--- src/rtl/alarm_scheduler_pkg.sv ---
// Shared types and constants for the dose alarm scheduler: FSM states,
// per-slot tone pitches and counter sizing helpers.
package alarm_pkg;

  typedef enum logic [2:0] {
    IDLE,
    ARB,
    BEEP_ON,
    BEEP_OFF,
    GAP,
    TIMEOUT,
    RELEASE
  } alarm_state_e;

  // Tone generator half-period per slot; higher slots get higher pitches.
  localparam logic [18:0] TONE_TABLE [8] = '{
    19'd35768, 19'd31864, 19'd28409, 19'd23889,
    19'd21282, 19'd17897, 19'd15944, 19'd14204
  };

  function automatic int bits_for(input int n);
    return (n < 2) ? 1 : $clog2(n);
  endfunction

  function automatic int cnt_width(input int a, input int b, input int c);
    int m;
    m = a;
    if (b > m) m = b;
    if (c > m) m = c;
    return bits_for(m);
  endfunction

endpackage

--- src/rtl/alarm_scheduler_if.sv ---
// Request/acknowledge inputs, tone generator outputs and status/debug
// signals of the alarm scheduler, bundled for the top-level port.
interface alarm_scheduler_if #(
  parameter int NUM_REQ = 4
);
  import alarm_pkg::*;

  // req_pulse, ack and clr_missed are single-cycle pulses sampled on the
  // rising clock edge; there is no backpressure, every pulse is consumed.
  logic [NUM_REQ-1:0] req_pulse;
  logic               ack;
  logic [NUM_REQ-1:0] clr_missed;
  logic               tone_enable;
  logic               beep;
  logic [18:0]        tone_delay;
  logic               active_valid;
  logic [2:0]         active_id;
  logic [NUM_REQ-1:0] pending;
  logic [NUM_REQ-1:0] missed;
  logic               timeout_pulse;
  alarm_state_e       state;
  logic [2:0]         rr;

  modport master (
    output req_pulse, ack, clr_missed,
    input  tone_enable, beep, tone_delay, active_valid, active_id,
           pending, missed, timeout_pulse, state, rr
  );

  modport slave (
    input  req_pulse, ack, clr_missed,
    output tone_enable, beep, tone_delay, active_valid, active_id,
           pending, missed, timeout_pulse, state, rr
  );

endinterface

--- src/rtl/alarm_scheduler_rr_picker.sv ---
// Combinational round-robin selector: first pending slot at or above rr,
// wrapping around to slot 0.
module rr_picker #(
  parameter int NUM_REQ = 4
) (
  input  logic [NUM_REQ-1:0] pending,
  input  logic [2:0]         rr,
  output logic [2:0]         grant_id,
  output logic               grant_valid
);

  logic [NUM_REQ-1:0] rot;

  always_comb begin
    rot         = NUM_REQ'({pending, pending} >> rr);
    grant_id    = '0;
    grant_valid = 1'b0;
    // Walk from the far end so the lowest rotated offset wins.
    for (int i = NUM_REQ - 1; i >= 0; i--) begin
      if (rot[i]) begin
        grant_valid = 1'b1;
        grant_id    = 3'((int'(rr) + i) % NUM_REQ);
      end
    end
  end

endmodule

--- src/rtl/alarm_scheduler.sv ---
// Dose alarm sequencer: grants the tone path to one requesting slot at a
// time and plays on/off beep bursts until acknowledge or timeout.
module alarm_scheduler
  import alarm_pkg::*;
#(
  parameter int NUM_REQ         = 4,
  parameter int BEEP_ON_CYCLES  = 12000000,
  parameter int BEEP_OFF_CYCLES = 12000000,
  parameter int GAP_CYCLES      = 50000000,
  parameter int BEEPS_PER_BURST = 3,
  parameter int MAX_BURSTS      = 20
) (
  input logic              CLOCK_50,
  input logic              reset,
  alarm_scheduler_if.slave bus
);

  localparam int CW = cnt_width(BEEP_ON_CYCLES, BEEP_OFF_CYCLES, GAP_CYCLES);
  localparam int BW = bits_for(BEEPS_PER_BURST);
  localparam int MW = bits_for(MAX_BURSTS);

  alarm_state_e       state_q, state_n;
  logic [CW-1:0]      cnt_q, cnt_n;
  logic [BW-1:0]      beep_cnt_q, beep_cnt_n;
  logic [MW-1:0]      burst_q, burst_n;
  logic [2:0]         id_q, id_n, rr_q, rr_n;
  logic               valid_q, valid_n;
  logic [18:0]        delay_q, delay_n;
  logic [NUM_REQ-1:0] pending_q, pending_n, missed_q, missed_n;
  logic               beep_q, beep_n, tone_en_q, tone_en_n, tmo_q, tmo_n;
  logic               clr_active;
  logic [2:0]         grant_id;
  logic               grant_valid;
  logic               playing;

  rr_picker #(.NUM_REQ(NUM_REQ)) u_picker (
    .pending     (pending_q),
    .rr          (rr_q),
    .grant_id    (grant_id),
    .grant_valid (grant_valid)
  );

  assign playing = (state_q == BEEP_ON) || (state_q == BEEP_OFF) || (state_q == GAP);

  always_ff @(posedge CLOCK_50) begin
    if (reset) begin
      state_q    <= IDLE;
      cnt_q      <= '0;
      beep_cnt_q <= '0;
      burst_q    <= '0;
      id_q       <= '0;
      rr_q       <= '0;
      valid_q    <= 1'b0;
      delay_q    <= '0;
      pending_q  <= '0;
      missed_q   <= '0;
      beep_q     <= 1'b0;
      tone_en_q  <= 1'b0;
      tmo_q      <= 1'b0;
    end else begin
      state_q    <= state_n;
      cnt_q      <= cnt_n;
      beep_cnt_q <= beep_cnt_n;
      burst_q    <= burst_n;
      id_q       <= id_n;
      rr_q       <= rr_n;
      valid_q    <= valid_n;
      delay_q    <= delay_n;
      pending_q  <= pending_n;
      missed_q   <= missed_n;
      beep_q     <= beep_n;
      tone_en_q  <= tone_en_n;
      tmo_q      <= tmo_n;
    end
  end

  always_comb begin
    state_n    = state_q;
    cnt_n      = cnt_q;
    beep_cnt_n = beep_cnt_q;
    burst_n    = burst_q;
    id_n       = id_q;
    rr_n       = rr_q;
    valid_n    = valid_q;
    delay_n    = delay_q;
    missed_n   = missed_q & ~bus.clr_missed;
    pending_n  = pending_q;
    clr_active = 1'b0;

    if (playing && bus.ack) begin
      state_n    = RELEASE;
      clr_active = 1'b1;
    end else begin
      case (state_q)
        IDLE: if (|pending_q) state_n = ARB;
        ARB: begin
          if (grant_valid) begin
            id_n       = grant_id;
            valid_n    = 1'b1;
            delay_n    = TONE_TABLE[grant_id];
            cnt_n      = '0;
            beep_cnt_n = '0;
            burst_n    = '0;
            state_n    = BEEP_ON;
          end else begin
            state_n = IDLE;
          end
        end
        BEEP_ON: begin
          if (cnt_q == CW'(BEEP_ON_CYCLES - 1)) begin
            cnt_n = '0;
            if (beep_cnt_q == BW'(BEEPS_PER_BURST - 1)) begin
              beep_cnt_n = '0;
              state_n    = GAP;
            end else begin
              beep_cnt_n = beep_cnt_q + BW'(1);
              state_n    = BEEP_OFF;
            end
          end else begin
            cnt_n = cnt_q + CW'(1);
          end
        end
        BEEP_OFF: begin
          if (cnt_q == CW'(BEEP_OFF_CYCLES - 1)) begin
            cnt_n   = '0;
            state_n = BEEP_ON;
          end else begin
            cnt_n = cnt_q + CW'(1);
          end
        end
        GAP: begin
          if (cnt_q == CW'(GAP_CYCLES - 1)) begin
            cnt_n   = '0;
            burst_n = burst_q + MW'(1);
            state_n = (burst_q == MW'(MAX_BURSTS - 1)) ? TIMEOUT : BEEP_ON;
          end else begin
            cnt_n = cnt_q + CW'(1);
          end
        end
        TIMEOUT: begin
          clr_active = 1'b1;
          for (int i = 0; i < NUM_REQ; i++) begin
            if (id_q == 3'(i)) missed_n[i] = 1'b1;
          end
          state_n = RELEASE;
        end
        RELEASE: begin
          rr_n    = (id_q == 3'(NUM_REQ - 1)) ? 3'd0 : id_q + 3'd1;
          valid_n = 1'b0;
          id_n    = '0;
          delay_n = '0;
          state_n = IDLE;
        end
        default: state_n = IDLE;
      endcase
    end

    // Clear first, then set, so a fresh request re-arms the retiring slot.
    for (int i = 0; i < NUM_REQ; i++) begin
      if (clr_active && (id_q == 3'(i))) pending_n[i] = 1'b0;
    end
    pending_n = pending_n | bus.req_pulse;

    beep_n    = (state_n == BEEP_ON);
    tone_en_n = (state_n == BEEP_ON) || (state_n == BEEP_OFF) || (state_n == GAP);
    tmo_n     = (state_n == TIMEOUT);
  end

  assign bus.tone_enable   = tone_en_q;
  assign bus.beep          = beep_q;
  assign bus.tone_delay    = delay_q;
  assign bus.active_valid  = valid_q;
  assign bus.active_id     = id_q;
  assign bus.pending       = pending_q;
  assign bus.missed        = missed_q;
  assign bus.timeout_pulse = tmo_q;
  assign bus.state         = state_q;
  assign bus.rr            = rr_q;

endmodule

--- src/flat_wrapper.sv ---
// flat-port wrapper written by rule: the top's interface ports become plain ports
module alarm_scheduler_flat import alarm_pkg::*;
#(
  parameter int NUM_REQ         = 4,
  parameter int BEEP_ON_CYCLES  = 12000000,
  parameter int BEEP_OFF_CYCLES = 12000000,
  parameter int GAP_CYCLES      = 50000000,
  parameter int BEEPS_PER_BURST = 3,
  parameter int MAX_BURSTS      = 20
)
  (CLOCK_50, reset, bus_req_pulse, bus_ack, bus_clr_missed, bus_tone_enable, bus_beep, bus_tone_delay, bus_active_valid, bus_active_id, bus_pending, bus_missed, bus_timeout_pulse, bus_state, bus_rr);
  alarm_scheduler_if #(.NUM_REQ(NUM_REQ)) bus_i ();
  input logic CLOCK_50;
  input logic reset;
  input wire logic [$bits(bus_i.req_pulse)-1:0] bus_req_pulse;
  input wire logic [$bits(bus_i.ack)-1:0] bus_ack;
  input wire logic [$bits(bus_i.clr_missed)-1:0] bus_clr_missed;
  output wire logic [$bits(bus_i.tone_enable)-1:0] bus_tone_enable;
  output wire logic [$bits(bus_i.beep)-1:0] bus_beep;
  output wire logic [$bits(bus_i.tone_delay)-1:0] bus_tone_delay;
  output wire logic [$bits(bus_i.active_valid)-1:0] bus_active_valid;
  output wire logic [$bits(bus_i.active_id)-1:0] bus_active_id;
  output wire logic [$bits(bus_i.pending)-1:0] bus_pending;
  output wire logic [$bits(bus_i.missed)-1:0] bus_missed;
  output wire logic [$bits(bus_i.timeout_pulse)-1:0] bus_timeout_pulse;
  output wire logic [$bits(bus_i.state)-1:0] bus_state;
  output wire logic [$bits(bus_i.rr)-1:0] bus_rr;
  assign bus_i.req_pulse = bus_req_pulse;
  assign bus_i.ack = bus_ack;
  assign bus_i.clr_missed = bus_clr_missed;
  assign bus_tone_enable = bus_i.tone_enable;
  assign bus_beep = bus_i.beep;
  assign bus_tone_delay = bus_i.tone_delay;
  assign bus_active_valid = bus_i.active_valid;
  assign bus_active_id = bus_i.active_id;
  assign bus_pending = bus_i.pending;
  assign bus_missed = bus_i.missed;
  assign bus_timeout_pulse = bus_i.timeout_pulse;
  assign bus_state = bus_i.state;
  assign bus_rr = bus_i.rr;
  alarm_scheduler #(.NUM_REQ(NUM_REQ), .BEEP_ON_CYCLES(BEEP_ON_CYCLES), .BEEP_OFF_CYCLES(BEEP_OFF_CYCLES), .GAP_CYCLES(GAP_CYCLES), .BEEPS_PER_BURST(BEEPS_PER_BURST), .MAX_BURSTS(MAX_BURSTS)) u_core (.CLOCK_50(CLOCK_50), .reset(reset), .bus(bus_i));
endmodule
--- config.mk ---
export PLATFORM = sky130hd
export DESIGN_NAME = alarm_scheduler_flat
export DESIGN_NICKNAME = d
export VERILOG_FILES = /design/src/rtl/alarm_scheduler_pkg.sv /design/src/rtl/alarm_scheduler_if.sv /design/src/rtl/alarm_scheduler_rr_picker.sv /design/src/rtl/alarm_scheduler.sv /design/src/flat_wrapper.sv
export SDC_FILE = /design/constraint.sdc
export NUM_CORES = 1
export LEC_CHECK = 0
export ABC_AREA = 1
export BUFFER_PORTS_ARGS = -buffer_cell sky130_fd_sc_hd__buf_2
export CAP_MARGIN = 20
export CORE_ASPECT_RATIO = 1.25
export CORE_MARGIN = 2
export CORE_UTILIZATION = 55
export DETAILED_ROUTE_END_ITERATION = 16
export PLACE_DENSITY = 0.77
export REMOVE_ABC_BUFFERS = 1
export SLEW_MARGIN = 20
export SYNTH_ARGS = -nofsm -noshare
export SYNTH_HDL_FRONTEND = slang
export SYNTH_SLANG_ARGS = --single-unit
--- constraint.sdc ---
create_clock -name CLOCK_50 -period 6 [get_ports CLOCK_50]
set_input_delay 1.2 -clock CLOCK_50 [delete_from_list [all_inputs] [get_ports CLOCK_50]]
set_output_delay 1.2 -clock CLOCK_50 [all_outputs]
set_load 0.01 [all_outputs]
[Yosys cells after proc, flatten, opt, wreduce, memory -nomap -nowiden]
Memory sizes are Yosys's and may differ from the RTL's.
Index checks and enable logic that the tools add are counted.
Word-level totals
  register bits after elaboration: 73
  latch bits: 0
  memory bits (writable): 0
  memory bits (read-only): 152
  input port bits: 11
  output and inout bits: 40
  memories kept: 1
Cells by class
  add/subtract/negate cells: 7
  multipliers: 0
  divide/modulo/power cells: 0
  magnitude comparators: 1
  eq/ne operators: 20
  shift-type cells: 1
  muxes and demuxes: 49
  bitwise operators: 8
  reduce and logical (&&, ||, !) cells: 25
Memories
  (name not given): words 8, bits a word 19, read ports 1, clocked after Yosys merged registers in 0, write ports 0, RTL line alarm_scheduler.sv:100  | delay_n = TONE_TABLE[grant_id];
Operators by type and width (count)
  $mux W26: 3
  $pmux W26 S3: 1
  $mux W19: 3
  $mux W3: 13
  $pmux W19 S2: 1
  $add A26 B1 Y26 const B: 1
  $eq A26 B24 Y1 const B: 1
  $eq A26 B26 Y1 const B: 1
  $eq A3 B2 Y1 const B: 6
  $pmux W3 S6: 1
  $eq A3 B3 Y1 const B: 5
  $mux W1: 15
  $mux W5: 2
  $pmux W5 S2: 1
  $mux W2: 4
  $mux W4: 2
  $reduce_and A4 Y1: 2
  $reduce_or A2 Y1: 4
  $shr A8 B3 Y4: 1
  $eq A3 B1 Y1 const B: 2
  $logic_not A3 Y1: 2
  $pmux W3 S2: 1
  $reduce_and A3 Y1: 2
  $reduce_bool A2 Y1: 3
  other kinds (22): 34

[Depth between registers and ports, before layout]
Gate-level depths: netlist (run 1).
  word-level depth: 13
  mapped depth: 14

[Cells and area by module]
A second synthesis (run 1) with hierarchy kept.
Second synthesis, totals
  cells, all modules: 603
  area, all modules: 3990.1 µm²
Modules (own cells, without submodules)
  alarm_scheduler: instances 1, cells each 543, area each 3699.8 µm²
  rr_picker: instances 1, cells each 60, area each 290.3 µm²

[Worst setup path before layout (run 1)]
Ideal clock, no wire load.
  path type: input -> register
  start point: in bus_ack
  end point: reg u_core.cnt_q[24]
  setup time: 0.115 ns
  data arrival time: 2.041 ns
  required time: 5.885 ns
  path slack: 3.844 ns
  stages on the path: 9
  buffers on the path: 0
  cell sequence: nand2_4 nand2_4 inv_4 nand2_8 nor2_4 nand2_2 nor3_1 nand3_1 and2_1
On the way
  word-level cells in the longest chain between the ends: 3
RTL lines
  start: declaration: RTL line flat_wrapper.sv:16  | input wire logic [$bits(bus_i.ack)-1:0] bus_ack;
  $logic_and A1 B1 Y1: RTL line alarm_scheduler.sv:90  | if (playing && bus.ack) begin
  $not A1 Y1 (no source line)
  $reduce_and A3 Y1 (no source line)
  end signal: assignment: RTL line alarm_scheduler.sv:62  | cnt_q <= cnt_n;
  end: declaration: RTL line alarm_scheduler.sv:23  | logic [CW-1:0] cnt_q, cnt_n;
Every way passes these cells.
A chain may end at the register's enable or synchronous reset.

[Worst setup path in the final report (run 1)]
  start point: reg u_core.rr_q[0] (netlist: u_core.bus.rr[0])
  end point: reg u_core.delay_q[13] (netlist: u_core.bus.tone_delay[13])
On the way
  word-level cells in the longest chain between the ends: 13
  elaborated cells between the ends (all ways): 26
RTL lines
  start: declaration: RTL line alarm_scheduler.sv:26  | logic [2:0] id_q, id_n, rr_q, rr_n;
  start signal: assignment: RTL line alarm_scheduler.sv:66  | rr_q <= rr_n;
  $add A2 B2 Y2: RTL line alarm_scheduler_rr_picker.sv:22  | grant_id = 3'((int'(rr) + i) % NUM_REQ);
  $reduce_or A2 Y1 (no source line)
  $and A1 B1 Y1 (no source line)
  $mux W3 (4 in series): RTL line alarm_scheduler_rr_picker.sv:20  | if (rot[i]) begin
  $not A3 Y4 (implied by the code): RTL line alarm_scheduler.sv:100
  $mem_v2 Z8 W19
  $mux W19 (implied by the code) (2 in series): RTL line alarm_scheduler.sv:100
  $mux W19: RTL line alarm_scheduler.sv:97  | if (grant_valid) begin
  $pmux W19 S2: RTL line alarm_scheduler.sv:94  | case (state_q)
  end signal: assignment: RTL line alarm_scheduler.sv:68  | delay_q <= delay_n;
  end: declaration: RTL line alarm_scheduler.sv:28  | logic [18:0] delay_q, delay_n;
Several ways; a longest one is shown, not always the timed one. The select of a mux whose other input is x is not followed.

==> reports/metrics.csv, run 1 <==
stage;metric;value;unit
logic_synthesis;Synth Instances;513;
die;Initial Util;56.45;%
placement;Cells after DPL;626;
power_and_ir_drop;leakage power;1.668;nW
finish;cell area after layout;3875;sq um
timing;setup TNS;0;ns
placement;DP Area;3674;sq um
drt;ANT nets after route;0;
die;Die ar.;6985;sq um
clocking;CTS max path bufs;2;
logic_synthesis;ys async rst share;0;%
worst_setup_path;setup slack, reg-to-reg;3.59;ns
clocking;CTS resizes;0;
clocking;Root Driver;clkbuf_8;
finish;commonest non-fill, non-tap cell in the layout;nand2_1;
timing;clk_skew;0.006776;ns
power_and_ir_drop;Power Dens Cells;342.5;nW/um^2
drt;routed vias;3370;
finish;fill count;580;
finish;commonest cells after routing, fill and taps aside;nand2_1 (112), nor2_1 (68), dfxtp_1 (58);
worst_setup_path;CP startpoint kind;register;
finish;Layout area overhead;11.32;%
job;maxcap violations;0;
finish;final std cells w/o fill;642;
clocking;Max H-tree Level;3;
logic_synthesis;Mapped Area;3481;sq um
timing;Worst Slack Setup Final;3.594;ns
timing;# setup viols final;0;
grt;grt ovf;0;
logic_synthesis;Yosys top cell by area;dfxtp_1;
drt;DR pass1 iterations;4;
die;I/O pin cnt;51;
drt;DR vias/cell;5.249;
timing;final hold vios;0;
grt;gr usage total;27.10;%
power_and_ir_drop;Tot Pwr;1.327;mW
die;Die H;92.95;um
finish;fin util;62.85;%
logic_synthesis;synth warn;0;
logic_synthesis;ranking of synthesized cells by area;dfxtp_1 (33%), nand2_1 (12%), nor2_1 (7.3%);
drt;DR iter-0 viols;253;
worst_setup_path;CP Data Arrival Time;2.64;ns
logic_synthesis;Top FF cell, synth;dfxtp_1;
clocking;post-CTS setup buffers;0;
grt;vias in the first global route;3222;
min_path;Hold Path Class;register to register;
grt;first-pass GRT wire length;14500;um
drt;DR WL/cell;13.69;um
finish;ANT cells;0;
logic_synthesis;library cells used by synthesis;42;
die;die width;75.16;um
finish;share of cells above drive strength 1;18.31;%
drt;drt drc;0;
timing;post-route minimum period;2.406;ns
clocking;Sink Count;58;
logic_synthesis;syn_area_per_cell;6.785;sq um
logic_synthesis;sequential area share after synthesis;33.36;%
clocking;CTS buffer count;9;
worst_setup_path;worst-path fanout max;14;
drt;total wire length;8789;um
timing;fin crit share;40.10;%
timing;Slew @ Worst Pin;0.5176;ns
worst_setup_path;critical path required time;6.23;ns
timing;RSZ-0062 raised after global routing;no;
logic_synthesis;number of enable flip-flop cells after synthesis;0;
grt;initial antenna violation count;0;
clocking;cts hold-fix bufs;0;
clocking;Reg clk slew, reported paths;0.07;ns
finish;Final Net Count;572;
timing;relative slew slack;65.49;%
timing;fmax;415.7;MHz
worst_setup_path;WS Path Type;register to register;
clocking;CTS tree;yes;
placement;pre-CTS setup slack;3.394;ns
power_and_ir_drop;worst vdd ir;0.2621;mV
timing;hold_ws;0.4673;ns
logic_synthesis;synthesized flop and latch total;58;
worst_setup_path;Critical Path Sink Type;register;
logic_synthesis;Synth top area share;33.36;%
grt;largest net degree at the start of global routing;27;
placement;detailed placement HPWL;6704;um
timing;Final Slew Violations;0;
die;Row Count;32;
clocking;Clk Latency, worst-skew pair;0.35;ns
die;Core Region;6166;sq um
placement;PortBufs;43;
status;status;completed;
placement;gpl congestion;0.9061;
[synth_stat cells (3+ instances only)]
master,count
a21oi_1,43
and3_1,3
buf_4,15
clkbuf_1,3
dfxtp_1,58
ha_1,9
inv_1,54
inv_2,8
nand2_1,112
nand2_2,3
nand2_4,4
nand3_1,35
nand3_2,4
nand4_1,6
nor2_1,68
nor2_2,3
nor2_4,3
nor3_1,19
nor3_2,6
o21ai_0,16
o21ai_1,5
or2_2,5
xnor2_1,3
xor2_1,5
[registers in the layout, summed over array words and instances, names as in the netlist]
register / cells
u_core.bus.pending: 4
u_core.beep_cnt_q: 2
u_core.bus.missed: 4
u_core.bus.timeout_pulse: 1
u_core.bus.beep: 1
u_core.bus.active_id: 1
u_core.bus.tone_delay: 8
u_core.bus.rr: 2
u_core.bus.state: 3
u_core.cnt_q: 26
u_core.burst_q: 5
u_core.bus.tone_enable: 1
[where the power goes]
part | internal [mW] | switching (mW)
Combinational | 0.156 | 0.334
Sequential | 0.424 | 0.0397
Clock | 0.203 | 0.171
[metal layers]
| metal | wire length (um) | up-vias | track usage (%) |
|---|---|---|---|
| met5 | 0 | - | 0 |
| met4 | 206 | 0 | 10.96 |
| met3 | 536 | 18 | 6.638 |
| met2 | 4565 | 100 | 47.08 |
| met1 | 3480 | 1545 | 30.94 |
| li1 | - | 1707 | - |
[worst max-delay path, cell delays in order (launching register included)]
cell and delay [ns]:
dfxtp_1 0.57, o21ai_0 0.21, or2_2 0.32, nand2_1 0.06, inv_1 0.06, nand2_1 0.06, nand2_1 0.05, nand2_1 0.13
inv_1 0.09, ha_1 0.29, or2_2 0.31, nand2_1 0.08, a21oi_1 0.04
[final timing paths]
check,start,depth (start not counted),endpoint
worst max-delay path,u_core.bus.rr[0],12,u_core.bus.tone_delay[13]
worst min-delay path,u_core.bus.tone_delay[15],2,u_core.bus.tone_delay[15]
worst max register to register,u_core.bus.rr[0],12,u_core.bus.tone_delay[13]
worst min register to register,u_core.bus.tone_delay[15],2,u_core.bus.tone_delay[15]
[logic make-up (layout without fill, tap and decap cells)]
family	after synthesis	after routing	synth area share [%]
AND/OR/NAND/NOR	282	282	39.25
buffers and inverters	84	122	11.21
AO/OA/AOI/OAI	71	71	10.82
flip-flops	58	58	33.36
adder cells (fa/ha/maj)	9	9	3.235
XOR/XNOR	8	8	2.013
other	1	7	0.1077
[cell type report]
type,count,area (sq um),share of cell area (%)
Timing Repair Buffer,43,215.2,5.554
Clock inverter,6,63.81,1.647
Clock buffer,10,137.6,3.552
Tap cell,85,106.4,2.745
Multi-Input combinational cell,377,1952,50.37
Inverter,63,239.0,6.167
Sequential cell,58,1161,29.96
Power figures use the tool's default switching activity.
==> inputs of run 2 (changes only) <==
- ABC_AREA: 1 -> 0
- CORE_UTILIZATION: 55 -> 51
- PLACE_DENSITY: 0.77 -> 0.76
- clock period: 6 -> 2.2 ns (I/O delays scaled with it)
==> reports/metrics.csv, run 2 <==
stage;metric;value;unit
timing;# setup viols final;0;
worst_setup_path;Crit path largest cell delay;0.55;ns
power_and_ir_drop;Sequential Power Share;37.9;%
logic_synthesis;most common cell in the synthesized netlist;dfxtp_1;
finish;share of cells above drive strength 1;25.45;%
worst_setup_path;crit-path leading delay family;simple AND/OR/NAND/NOR gates;
logic_synthesis;ranking of synthesized cells by area;dfxtp_1 (38%), nor2_1 (6.8%), xnor2_1 (4.6%);
clocking;CTS tree;yes;
finish;fill count;504;
drt;DR pass1 iterations;4;
worst_setup_path;setup slack, reg-to-reg;0.02;ns
grt;first-pass GRT wire length;12360;um
logic_synthesis;number of enable flip-flop cells after synthesis;0;
finish;commonest cells after routing, fill and taps aside;dfxtp_1 (58), nor2_1 (54), buf_2 (43);
worst_setup_path;CP startpoint;u_core.cnt_q[7];
logic_synthesis;Top FF cell, synth;dfxtp_1;
clocking;post-CTS setup buffers;0;
clocking;CTS buffer count;9;
timing;fin crit share;99.20;%
grt;initial antenna violation count;0;
power_and_ir_drop;switching share of power;34.27;%
min_path;Hold Path Class;input pin to register;
timing;hold_ws;0.3025;ns
power_and_ir_drop;Power Dens Cells;858.2;nW/um^2
timing;Final Slew Violations;0;
finish;ANT cells;0;
drt;DR vias/cell;5.627;
worst_setup_path;reg2reg start;u_core.cnt_q[7];
status;status;completed;
finish;final std cells w/o fill;510;
timing;setup TNS;0;ns
logic_synthesis;Mapped Area;3048;sq um
timing;Slew @ Worst Pin;0.5284;ns
grt;gr usage total;23.79;%
placement;Cells after DPL;494;
worst_setup_path;CP startpoint kind;register;
finish;commonest non-fill, non-tap cell in the layout;dfxtp_1;
worst_setup_path;Critical path buffers and inverters;0;
finish;Layout area overhead;22.04;%
drt;drt drc;0;
worst_setup_path;worst reg2reg endpoint;u_core.bus.beep;
worst_setup_path;CP Data Arrival Time;2.42;ns
worst_setup_path;Crit. path cell count;6;
logic_synthesis;top cells by count, synth;dfxtp_1 (58), nor2_1 (55), nand2_1 (27);
logic_synthesis;sequential area share after synthesis;38.10;%
timing;post-route minimum period;2.182;ns
worst_setup_path;Critical Path Sink Type;register;
drt;ANT nets after route;0;
power_and_ir_drop;leakage power;1.528;nW
drt;total wire length;7420;um
placement;gpl congestion;0.8956;
logic_synthesis;synthesized flop and latch total;58;
logic_synthesis;library cells used by synthesis;52;
worst_setup_path;crit path max-delay cell type;or4_4;
finish;Final Net Count;459;
worst_setup_path;critical path required time;2.43;ns
drt;DR WL/cell;14.55;um
finish;Storage cell area;1161;sq um
worst_setup_path;worst-path cell chain;or4_4 -> nor4_4 -> a41oi_1 -> or3_1 -> a22o_1 -> nor3b_2;
clocking;Clk Latency, worst-skew pair;0.35;ns
finish;max reg flops;26;
power_and_ir_drop;clock power share;30.3;%
job;maxcap violations;0;
power_and_ir_drop;worst vdd ir;0.4845;mV
die;Initial Util;52.74;%
logic_synthesis;syn_area_per_cell;8.171;sq um
drt;DR iter-0 viols;180;
placement;PortBufs;43;
clocking;Reg clk slew, reported paths;0.07;ns
worst_setup_path;R2R depth;6;
placement;detailed placement HPWL;5480;um
die;Core Region;5779;sq um
timing;final hold vios;0;
timing;fmax;458.2;MHz
logic_synthesis;ys async rst share;0;%
timing;clk_skew;0.01035;ns
power_and_ir_drop;Pint;2.098;mW
clocking;Max H-tree Level;3;
finish;Reg with most FFs;u_core.cnt_q;
clocking;cts hold-fix bufs;0;
clocking;Sink Count;58;
grt;vias in the first global route;2708;
worst_setup_path;CP endpoint;u_core.bus.beep;
die;Die ar.;6615;sq um
die;die width;73.15;um
die;I/O pin cnt;51;
logic_synthesis;Yosys top cell by area;dfxtp_1;
worst_setup_path;WS Path Type;register to register;
drt;routed vias;2870;
worst_setup_path;worst-path fanout max;3;
clocking;Root Driver;clkbuf_8;
timing;RSZ-0062 raised after global routing;yes;
die;Row Count;31;
timing;relative slew slack;64.31;%
logic_synthesis;Synth top area share;38.10;%
power_and_ir_drop;Net Switching;1.094;mW
clocking;CTS max path bufs;2;
die;Die H;90.43;um
logic_synthesis;Synth Instances;373;
logic_synthesis;synth warn;0;
power_and_ir_drop;combinational share of power;31.8;%
grt;largest net degree at the start of global routing;34;
finish;multi-input gate area in the final layout;1720;sq um
grt;grt ovf;0;
-- run 2: cell count changes after synthesis, moves of 11 or more --
cell,change
nand2_1,-85
nor2_1,-13
inv_1,-39
o21ai_0,-11
nand3_1,-14
a21oi_1,-23
xnor2_1,+13
-- run 2: layout make-up --
| cell class | count | share of cell area (%) |
|---|---|---|
| clock inverter | 7 | 1.884 |
| sequential | 58 | 31.21 |
| tap | 66 | 2.220 |
| multi-input combinational | 275 | 46.25 |
| clock buffer | 9 | 3.330 |
| inverter | 15 | 1.514 |
| timing repair buffer | 80 | 13.59 |
-- run 2: power by group through the flow --
| stage | sequential, mW | clock, mW | combinational [mW] |
|---|---|---|---|
| detailed placement | 1.23 | 0 | 0.989 |
| global placement | 1.23 | 0 | 0.976 |
| floorplan | 1.31 | 0 | 0.468 |
| global route | 1.22 | 1.03 | 1.12 |
| CTS | 1.21 | 0.982 | 0.998 |
| finish | 1.21 | 0.966 | 1.02 |
-- run 2: layer usage --
metal	up-vias	wire [um]	GRT usage, %	part of all wire, %
met5	-	0	0	0
met4	0	248	15.59	3.3
met3	21	390	4.018	5.3
met2	93	3714	39.56	50
met1	1335	3065	27.12	41
li1	1421	-	-	-
-- run 2: worst register-to-register path: stages (launching register included) --
cell and delay, ns:
dfxtp_1 0.32, or4_4 0.55, nor4_4 0.29, a41oi_1 0.16, or3_1 0.35, a22o_1 0.23
nor3b_2 0.16
-- run 2: kinds of logic after synthesis --
family,synth area share [%]
AND/OR/NAND/NOR,29.23
flip-flops,38.10
AO/OA/AOI/OAI,12.23
buffers and inverters,7.799
XOR/XNOR,7.184
adder cells (fa/ha/maj),3.695
multiplexers,1.642
other,0.1230
-- run 2: repair_timing --
| action | CTS | global route |
|---|---|---|
| setup endpoints to repair | 1 | 34 |
| gates resized for setup | 3 | 7 |
| pin swaps | 1 | 1 |
-- run 2: how the worst min path moves through the flow --
stage | startpoint | end | slack [ns] | cells past startpoint
6_report | bus_req_pulse[0] | u_core.bus.pending[0] | 0.30 | 3
5_1_grt | bus_req_pulse[3] | u_core.bus.pending[3] | 0.32 | 3
4_1_cts | bus_req_pulse[3] | u_core.bus.pending[3] | 0.30 | 3
3_5_place_dp | u_core.bus.tone_delay[13] | u_core.bus.tone_delay[13] | 0.47 | 2
3_3_place_gp | u_core.cnt_q[1] | u_core.cnt_q[1] | 0.46 | 2
2_1_floorplan | u_core.cnt_q[1] | u_core.cnt_q[1] | 0.44 | 2
-- run 2: per-stage QoR --
stage                     power [mW]  setup WS [ns]  cell area, sq um  utilization (%)
final                          3.192        0.01760              3720            64.36
after global routing           3.374       -0.09539              3720            64.36
after CTS                      3.192       -0.01379              3686            63.78
after detailed placement       2.222       -0.02680              3477            60.16
after global placement         2.204       -0.02905              3477            60.16
after floorplan                1.782        -0.3720              2889                -
==> inputs of run 3 (changes only) <==
- CELL_PAD_IN_SITES_DETAIL_PLACEMENT: unset -> 1
- CELL_PAD_IN_SITES_GLOBAL_PLACEMENT: unset -> 2
- CORE_UTILIZATION: 51 -> 33
- PLACE_DENSITY: 0.76 -> unset
- PLACE_DENSITY_LB_ADDON: unset -> 0.1
- clock period: 2.2 -> 2.3 ns (I/O delays scaled with it)
==> reports/metrics.csv, run 3 (synthesis results as in run 2) <==
stage;metric;value;unit
finish;Reg with most FFs;u_core.cnt_q;
finish;multi-input gate area in the final layout;1722;sq um
finish;Storage cell area;1162;sq um
drt;drt drc;0;
finish;Layout area overhead;27.79;%
worst_setup_path;reg2reg start;u_core.cnt_q[8];
drt;DR iter-0 viols;68;
timing;Slew @ Worst Pin;0.5451;ns
drt;total wire length;8933;um
die;Core Region;9076;sq um
timing;relative slew slack;63.55;%
placement;Cells after DPL;552;
worst_setup_path;WS Path Type;register to register;
finish;fill count;1137;
worst_setup_path;worst-path fanout max;5;
status;status;completed;
timing;fin crit share;98.58;%
min_path;hold_sp;bus_req_pulse[2];
clocking;Clk Latency, worst-skew pair;0.33;ns
grt;largest net degree at the start of global routing;34;
drt;routed vias;2867;
placement;gpl congestion;0.8262;
power_and_ir_drop;Tot Pwr;3.396;mW
finish;ANT cells;0;
clocking;CTS tree;yes;
timing;final hold vios;0;
grt;initial antenna violation count;0;
clocking;Sink Count;58;
worst_setup_path;setup slack, reg-to-reg;0.03;ns
clocking;CTS max path bufs;2;
worst_setup_path;worst-path cell chain;or4b_4 -> nor4_4 -> buf_4 -> nand3_1 -> o221a_1 -> or2_1 -> a21oi_1;
clocking;Reg clk slew, reported paths;0.05;ns
die;I/O pin cnt;51;
timing;clk_skew;0.007263;ns
timing;RSZ-0062 raised after global routing;yes;
finish;commonest non-fill, non-tap cell in the layout;dfxtp_1;
placement;detailed placement HPWL;6768;um
grt;gr usage total;18.30;%
die;Row Count;39;
grt;first-pass GRT wire length;14400;um
timing;Final Slew Violations;0;
power_and_ir_drop;leakage power;1.573;nW
die;Die ar.;10030;sq um
finish;share of cells above drive strength 1;25.73;%
drt;ANT nets after route;0;
clocking;Root Driver;clkbuf_16;
die;Initial Util;33.58;%
worst_setup_path;crit path max-delay cell type;or4b_4;
worst_setup_path;CP Data Arrival Time;2.52;ns
grt;vias in the first global route;2824;
placement;PortBufs;43;
timing;# setup viols final;0;
clocking;CTS buffer count;9;
timing;post-route minimum period;2.267;ns
grt;grt ovf;0;
finish;max reg flops;26;
worst_setup_path;critical path required time;2.56;ns
power_and_ir_drop;worst vdd ir;0.3550;mV
die;Die H;111.5;um
timing;fmax;441.0;MHz
finish;final std cells w/o fill;570;
drt;DR WL/cell;15.67;um
min_path;Hold Path Class;input pin to register;
finish;commonest cells after routing, fill and taps aside;dfxtp_1 (57), nor2_1 (55), buf_2 (43);
clocking;cts hold-fix bufs;0;
timing;setup TNS;0;ns
finish;Final Net Count;462;
clocking;Max H-tree Level;3;
job;maxcap violations;0;
power_and_ir_drop;Power Dens Cells;872.0;nW/um^2
die;die width;89.96;um
worst_setup_path;CP startpoint kind;register;
worst_setup_path;CP startpoint;u_core.cnt_q[8];
drt;DR pass1 iterations;4;
worst_setup_path;Crit path largest cell delay;0.58;ns
drt;DR vias/cell;5.030;
worst_setup_path;Critical Path Sink Type;register;
-- run 3: changes by cell type in the layout (fill, tap and decap cells not counted), sizes merged --
cell | previous run | this run
clkbuf | 9 | 11
clkinv | 5 | 3
buf | 80 | 83
bufinv | 1 | 0
clkinvlp | 1 | 2
-- run 3: power by group --
part	internal [mW]	total [mW]	switching (mW)
logic	0.426	1.02	0.592
clock network	0.751	1.22	0.469
registers	1.09	1.16	0.0662
total	2.27	3.40	1.13
-- run 3: path summary, 6_finish.rpt --
path         depth (start not counted)                     end
max                                  7  u_core.bus.tone_enable
min                                  3   u_core.bus.pending[2]
max reg2reg                          7  u_core.bus.tone_enable
min reg2reg                          2         u_core.cnt_q[1]
-- run 3: area by class of cell --
class	instances	share of cell area [%]
Timing Repair Buffer	83	13.56
Sequential cell	58	29.84
Clock inverter	5	0.7710
Clock buffer	11	6.232
Tap cell	123	3.951
Multi-Input combinational cell	275	44.20
Inverter	15	1.446
-- run 3: through the flow --
| step | util, % | setup slack, ns | hold WS (ns) | instance area [sq um] |
|---|---|---|---|---|
| 2_1_floorplan | - | -0.2720 | 0.4440 | 2889 |
| 3_3_place_gp | 39.18 | -0.007144 | 0.4548 | 3556 |
| 3_5_place_dp | 39.18 | -0.001667 | 0.4654 | 3556 |
| 4_1_cts | 42.31 | 0.001721 | 0.3448 | 3840 |
| 5_1_grt | 42.91 | -0.03369 | 0.3567 | 3895 |
| 6_report | 42.91 | 0.03262 | 0.3496 | 3895 |
-- run 3: worst max-delay path, delay by kind of cell (launching register included) --
family                 cells  cell delay (ns)
AOI/OAI and AO/OA          2             0.46
buffers and inverters      1             0.17
DFF                        1             0.31
and+or+nand+nor            4             1.25
-- run 3: what timing repair did --
item                                    4_1_cts  5_1_grt
endpoints found under the setup margin        2       29
pin swaps                                     0        4
setup buffers                                 0        2
resized for setup                             2        8
-- run 3: metal layers --
layer / routed length (um) / vias to the layer above / global-route usage, %
li1: - / 1420 / -
met1: 3726 / 1379 / 19.97
met2: 4662 / 48 / 33.03
met3: 293 / 20 / 4.465
met4: 251 / 0 / 9.128
met5: 0 / - / 0
